### src/rtl/div_unit.sv
// Iterative 32-bit RV32M divider (DIV/DIVU/REM/REMU) holding its result on a writeback port until acknowledged.
// Optional macro DIV_UNIT_EARLY_OUT_EN: divide-by-zero and signed overflow skip the iteration phase.
module div_unit (
  input  logic        clk,
  input  logic        rst_n,
  input  logic        start,
  input  logic [1:0]  op,
  input  logic [31:0] a,
  input  logic [31:0] b,
  input  logic [4:0]  rd,
  input  logic        flush,
  output logic        ready,
  output logic        busy,
  output logic        wb_valid,
  output logic [4:0]  wb_rd,
  output logic [31:0] wb_data,
  input  logic        wb_ack
);

  localparam int unsigned XLEN  = 32;
  localparam int unsigned REG_W = 5;
  localparam int unsigned CNT_W = 5;

  localparam logic [2:0] S_IDLE = 3'd0;
  localparam logic [2:0] S_PREP = 3'd1;
  localparam logic [2:0] S_CALC = 3'd2;
  localparam logic [2:0] S_FIX  = 3'd3;
  localparam logic [2:0] S_DONE = 3'd4;

  logic [2:0]       state_q, state_d;
  logic [1:0]       op_q, op_d;
  logic [XLEN-1:0]  a_q, a_d, b_q, b_d;
  logic [REG_W-1:0] rd_q, rd_d;
  logic [XLEN-1:0]  dvs_q, dvs_d, quo_q, quo_d, rem_q, rem_d;
  logic [CNT_W-1:0] cnt_q, cnt_d;
  logic             neg_q_q, neg_q_d, neg_r_q, neg_r_d;
  logic             wb_valid_d;
  logic [REG_W-1:0] wb_rd_d;
  logic [XLEN-1:0]  wb_data_d;

  logic             signed_op, is_rem, div0, ovf;
  logic [XLEN-1:0]  a_abs, b_abs, q_fix, r_fix, result;
  logic [XLEN:0]    trial;

  assign signed_op = ~op_q[0];
  assign is_rem    = op_q[1];
  assign div0      = (b_q == '0);
  assign ovf       = signed_op && (a_q == 32'h8000_0000) && (b_q == 32'hFFFF_FFFF);
  assign a_abs     = (signed_op && a_q[XLEN-1]) ? (~a_q + 32'd1) : a_q;
  assign b_abs     = (signed_op && b_q[XLEN-1]) ? (~b_q + 32'd1) : b_q;

  // 33-bit trial subtraction of the divisor from the shifted partial remainder
  assign trial = {rem_q, quo_q[XLEN-1]} - {1'b0, dvs_q};

  assign q_fix = neg_q_q ? (~quo_q + 32'd1) : quo_q;
  assign r_fix = neg_r_q ? (~rem_q + 32'd1) : rem_q;

  always_comb begin
    result = is_rem ? r_fix : q_fix;
    if (div0) begin
      result = is_rem ? a_q : 32'hFFFF_FFFF;
    end else if (ovf) begin
      result = is_rem ? 32'd0 : 32'h8000_0000;
    end
  end

  assign ready = (state_q == S_IDLE);
  assign busy  = ~ready;

  always_comb begin
    state_d    = state_q;
    op_d       = op_q;
    a_d        = a_q;
    b_d        = b_q;
    rd_d       = rd_q;
    dvs_d      = dvs_q;
    quo_d      = quo_q;
    rem_d      = rem_q;
    cnt_d      = cnt_q;
    neg_q_d    = neg_q_q;
    neg_r_d    = neg_r_q;
    wb_valid_d = wb_valid;
    wb_rd_d    = wb_rd;
    wb_data_d  = wb_data;

    if (flush) begin
      state_d    = S_IDLE;
      wb_valid_d = 1'b0;
    end else begin
      case (state_q)
        S_IDLE: begin
          if (start) begin
            op_d    = op;
            a_d     = a;
            b_d     = b;
            rd_d    = rd;
            state_d = S_PREP;
          end
        end
        S_PREP: begin
          dvs_d   = b_abs;
          quo_d   = a_abs;
          rem_d   = '0;
          cnt_d   = '0;
          neg_q_d = signed_op & (a_q[XLEN-1] ^ b_q[XLEN-1]);
          neg_r_d = signed_op & a_q[XLEN-1];
          state_d = S_CALC;
`ifdef DIV_UNIT_EARLY_OUT_EN
          if (div0 || ovf) begin
            state_d = S_FIX;
          end
`endif
        end
        S_CALC: begin
          if (!trial[XLEN]) begin
            rem_d = trial[XLEN-1:0];
            quo_d = {quo_q[XLEN-2:0], 1'b1};
          end else begin
            rem_d = {rem_q[XLEN-2:0], quo_q[XLEN-1]};
            quo_d = {quo_q[XLEN-2:0], 1'b0};
          end
          cnt_d = CNT_W'(cnt_q + 5'd1);
          if (cnt_q == CNT_W'(XLEN - 1)) begin
            state_d = S_FIX;
          end
        end
        S_FIX: begin
          wb_data_d  = result;
          wb_rd_d    = rd_q;
          wb_valid_d = 1'b1;
          state_d    = S_DONE;
        end
        S_DONE: begin
          if (wb_ack) begin
            wb_valid_d = 1'b0;
            state_d    = S_IDLE;
          end
        end
        default: begin
          state_d    = S_IDLE;
          wb_valid_d = 1'b0;
        end
      endcase
    end
  end

  always_ff @(posedge clk or negedge rst_n) begin
    if (!rst_n) begin
      state_q  <= S_IDLE;
      op_q     <= '0;
      a_q      <= '0;
      b_q      <= '0;
      rd_q     <= '0;
      dvs_q    <= '0;
      quo_q    <= '0;
      rem_q    <= '0;
      cnt_q    <= '0;
      neg_q_q  <= 1'b0;
      neg_r_q  <= 1'b0;
      wb_valid <= 1'b0;
      wb_rd    <= '0;
      wb_data  <= '0;
    end else begin
      state_q  <= state_d;
      op_q     <= op_d;
      a_q      <= a_d;
      b_q      <= b_d;
      rd_q     <= rd_d;
      dvs_q    <= dvs_d;
      quo_q    <= quo_d;
      rem_q    <= rem_d;
      cnt_q    <= cnt_d;
      neg_q_q  <= neg_q_d;
      neg_r_q  <= neg_r_d;
      wb_valid <= wb_valid_d;
      wb_rd    <= wb_rd_d;
      wb_data  <= wb_data_d;
    end
  end

endmodule

### config.mk
export PLATFORM = sky130hd
export DESIGN_NAME = div_unit
export DESIGN_NICKNAME = d
export VERILOG_FILES = /design/src/rtl/div_unit.sv
export SDC_FILE = /design/constraint.sdc
export NUM_CORES = 1
export LEC_CHECK = 0
export CORE_MARGIN = 2
export CORE_UTILIZATION = 45
export DETAILED_ROUTE_END_ITERATION = 7
export GPL_TIMING_DRIVEN = 0
export PLACE_DENSITY = 0.67
export SYNTH_ARGS = -nofsm -noshare
export SYNTH_HDL_FRONTEND = slang
export SYNTH_SLANG_ARGS = --single-unit
### constraint.sdc
create_clock -name clk -period 3 [get_ports clk]
set_input_delay 0.9 -clock clk [delete_from_list [all_inputs] [get_ports clk]]
set_output_delay 0.9 -clock clk [all_outputs]
set_load 0.03 [all_outputs]
---- Yosys cells after proc, flatten, opt, wreduce, memory -nomap -nowiden ----
Cells that the tools add are included.
word-level totals
  bits of input ports ..................... 76
  word-level logic and storage cells ...... 77
  flip-flop bits (word level) ............. 215
  output and inout port bits .............. 40
operators by class
  bitwise logic cells ..................... 10
  add/sub/neg operators ................... 6
  reduce and logical (&&, ||, !) cells .... 14
  mux-type cells .......................... 22
  equal/unequal tests ..................... 11
operators with widths
  cell                     number
  $mux W32                 10
  $add A32 B1 Y32 const B  4
  $not A32 Y32             4
  $pmux W32 S2             2
  $eq A32 B32 Y1 const B   2
  $sub A33 B32 Y33         1
  $logic_not A32 Y1        1
  $pmux W3 S5              1
  $mux W3                  4
  $pmux W5 S2              1
  $ne A3 B3 Y1 const B     3
  $reduce_and A2 Y1        4
  $eq A3 B2 Y1 const B     2
  $reduce_and A3 Y1        2
  $add A5 B1 Y5 const B    1
  $eq A5 B5 Y1 const B     1
  $logic_and A1 B1 Y1      4
  $eq A3 B1 Y1 const B     1
  $eq A3 B3 Y1 const B     1
  $logic_not A3 Y1         1
  $mux W1                  3
  $not A1 Y1               3
  $pmux W1 S3              1
  $reduce_or A3 Y1         1
  4 further kinds          5

---- Logic depth before layout (Yosys ltp) ----
  word-level depth ........................ 6
  mapped depth ............................ 13
  depth with buffers taken out ............ 12

---- Worst setup path before layout ----
No wires, ideal clock.
  path kind ............................... register -> register
  start ................................... reg rem_q[16]
  end ..................................... reg rem_q[0]
  arrival ................................. 2.989 ns
  path buffers ............................ 2
  setup time .............................. 0.122 ns
  cell stages (with the launch flop) ...... 13
  path slack .............................. -0.111 ns
  cell sequence ........................... dfrtp_1 ha_1 clkbuf_1 nand4_1 nor4_1 a21oi_1 a31oi_1 nand3_1 a31oi_1 xnor2_1 clkbuf_1 nand2_1 a32o_1
between the ends
  word-level cells in the longest chain between the ends .. 3
RTL lines
  item                      RTL line  source
  start: declaration        34        logic [XLEN-1:0] dvs_q, dvs_d, quo_q, quo_d, rem_q, rem_d;
  start signal: assignment  171       rem_q <= rem_d;
  $sub A33 B32 Y33          53        assign trial = {rem_q, quo_q[XLEN-1]} - {1'b0, dvs_q};
  $mux W32                  115       if (!trial[XLEN]) begin
  $pmux W32 S2              90        case (state_q)
No other way between the ends.
A chain may end at the register's enable or synchronous reset.

---- Worst setup path after layout ----
  start ................................... reg dvs_q[0]
  end ..................................... reg rem_q[3]
between the ends
  word-level cells in the longest chain between the ends .. 3
RTL lines
  item                      RTL line  source
  start: declaration        34
  start signal: assignment  169       dvs_q <= dvs_d;
  $sub A33 B32 Y33          53
  $mux W32                  115
  $pmux W32 S2              90
No other way between the ends.

==> qor.txt <==
most frequent cells after synthesis: 215 x dfrtp_1, 161 x o21ai_0, 147 x nand2_1
RSZ-0062 raised after global routing: yes
Remaining DRCs: 0
Clock transition at path regs: 0.06 ns
Cells after Synth: 1492
routed len/inst: 20.97 um
Pleak: 0.007537 uW
dominant cells by area after synthesis: dfrtp_1 40%, mux2_2 6.3%, o21ai_0 5.9%
clk buf depth: 3
Req. time, crit path: 3.38 ns
number of nets in the layout: 1801
DIE AREA: 0.03151 mm2
Post-Syn Area: 0.01355 mm2
cell mode on critical path: buf_6
RD Place Congestion: 0.9488
DR vias: 12768
clock skew: 0.01804 ns
core area: 0.02964 mm2
data arrival time of the worst path: 3.66 ns
failing checks: setup timing
CTS buffer count: 25
most frequent cell after synthesis: dfrtp_1
largest net degree at the start of global routing: 121
fin. max-slew vios: 0
CTS tree: yes
Syn Nets: 1608
total gr overflow: 0
fmax: 304.7 MHz
Initial Util: 0.4571
initial antenna violation count: 0
Slowest cell on crit path: dfrtp_2
FP Rows: 63
status: complete, but fails checks
CP Max Fanout: 5
Placed Cells: 1999
DRT iter0 DRCs: 1167
ratio of cells with drive above 1 in the final layout: 0.2124
global-route wire length before repair: 66.99 mm
max_cap viols: 0
final setup violating endpoints: 65
WP buf/inv: 2
Slew HR: 0.3577
synth unique cells: 66
Tot Pwr: 20430 uW
PD cells: 1155 mW/mm2
diode count: 0
Startpoint Class: register
CP top delay family: compound AO/OA/AOI/OAI gates
P&R area growth vs syn: 30.54%
crit share post-route: 1.094
Setup crit end kind: register
detailed-route vias per instance: 6.097
Layout Utilization: 0.5967
CTS root buffer: clkbuf_16
Place WS: -0.9476 ns
synth warn: 0
Synth Register Bits: 215
final hold violation count: 0
Yosys top cell area share: 0.3971
FILL cells: 2541
top-level I/O count: 116
Die H: 177.5 um
Port Buffers: 115
dpl hpwl: 30.88 mm
dominant cell type by area after synthesis: dfrtp_1
syn_area_per_cell: 9.080 um2
Final min period: 3.281 ns
number of global-route vias before repair: 12152
# H-tree levels: 1
CTS sink count: 215
Final Non-Filler Cells: 2094
CP max stage delay: 0.44 ns
Routed Antenna Nets: 0
clk_lat worst skew: 0.55 ns
# hold bufs at CTS: 0
Primary FF master, synth: dfrtp_1
Seq/Total Area, Yosys: 0.3971
VDD IR max: 0.5888 mV
number of synthesized flops with an enable pin: 0
Overall Global Routing Usage: 0.2695
Worst-Margin Slew: 0.9635 ns
CP cell instances: ha_4 > fa_2 > nor2b_2 > o31a_1 > o211ai_1 > a31oi_2 > nand3_2 > a31oi_4 > buf_6 > xor2_4 > buf_6 > mux2i_1 > o22ai_1
Die W: 177.5 um
Hold WC Path Type: in -> async
DR pass1 iterations: 6
Total Routed Length: 43.91 mm
slack of the critical path: -0.2815 ns
Setup CP Type: reg -> reg
fraction of registers with async set/reset: 1.000
-- placed cells by master, fill, tap and decap left out, drive strengths merged, types with 16 or more instances in the layout --
| master | n |
|---|---|
| nor2 | 64 |
| a221oi | 18 |
| dfrtp | 215 |
| a21o | 34 |
| xnor2 | 73 |
| nand2b | 17 |
| or3 | 17 |
| ha | 39 |
| xor2 | 74 |
| buf | 67 |
| nand4 | 19 |
| o21ai | 164 |
| nand2 | 147 |
| o31ai | 37 |
| inv | 56 |
| clkdlybuf4s50 | 112 |
| a22oi | 30 |
| nor2b | 16 |
| mux2 | 76 |
| nor3 | 31 |
| a21oi | 68 |
| clkbuf | 110 |
| nand3 | 62 |
-- logic make-up after synthesis --
logic type | Yosys count | synth area share
compound gates | 437 | 0.2059
xor+xnor | 146 | 0.09438
mux | 82 | 0.06760
fa+ha+maj | 40 | 0.03750
simple gates | 427 | 0.1552
flops | 215 | 0.3971
buf+inv | 145 | 0.04230
-- final timing paths --
path,startpoint,endpoint,cells after the start,slack (ns)
max,dvs_q[0],rem_q[3],13,-0.28
min,rst_n,b_q[15],1,0.36
max reg2reg,dvs_q[0],rem_q[3],13,-0.28
min reg2reg,cnt_q[4],cnt_q[4],2,0.47
max in group asynchronous,rst_n,a_q[7],2,1.54
min in group clk,cnt_q[4],cnt_q[4],2,0.47
-- report_power, final --
part	switching [uW]	internal [uW]
sequential	1400	3930
combinational	6640	5270
clock	1300	1890
total	9340	11100
-- per-stage QoR --
| stage | instance area, um2 | TNS (ns) | hold slack, ns |
|---|---|---|---|
| 2_1_floorplan | 13560 | 0 | 0.4453 |
| 3_3_place_gp | 15200 | -1856.65 | 0.4586 |
| 3_5_place_dp | 15250 | -86.25 | 0.4627 |
| 4_1_cts | 16960 | -1.952 | 0.3924 |
| 5_1_grt | 17690 | -11.95 | 0.4172 |
| 6_report | 17690 | -9.795 | 0.3599 |
-- sequential cells by signal, summed over array words and instances (netlist names) --
name,flops
quo_q,32
wb_valid,1
state_q,3
neg_q_q,1
rd_q,5
op_q,2
wb_rd,5
a_q,32
rem_q,32
wb_data,32
b_q,32
neg_r_q,1
cnt_q,5
dvs_q,32
-- metal layers --
| metal | global-route usage | part of all wire |
|---|---|---|
| met5 | 0 | 0 |
| met4 | 0.1014 | 0.038 |
| met3 | 0.05056 | 0.084 |
| met2 | 0.4142 | 0.44 |
| met1 | 0.3769 | 0.43 |
-- final cells by class --
class / count / area, um2 / share of cell area
tap: 390 / 488.0 / 0.02759
multi-input combinational: 1134 / 8602 / 0.4864
inverter: 53 / 198.9 / 0.01125
sequential: 215 / 5401 / 0.3054
buffer: 85 / 419.2 / 0.02370
timing repair buffer: 171 / 1710 / 0.09671
clock buffer: 35 / 733.2 / 0.04146
clock inverter: 11 / 132.6 / 0.007499
-- timing repair --
item | in CTS | in global routing
buffers inserted | 26 | 22
endpoints found under the hold margin | 0 | 0
setup endpoints to repair | 109 | 92
gates resized for setup | 153 | 129
pin swaps | 34 | 52
cloned | 4 | 4
-- worst register-to-register path, cell delays in order, from the launching register on --
cell      delay (ns)
dfrtp_2         0.44
ha_4            0.18
fa_2            0.36
nor2b_2         0.19
o31a_1          0.24
o211ai_1        0.19
a31oi_2         0.29
nand3_2         0.15
a31oi_4         0.21
buf_6           0.15
xor2_4          0.23
buf_6           0.17
mux2i_1         0.22
o22ai_1         0.09
(Power assumes the default switching activity.)
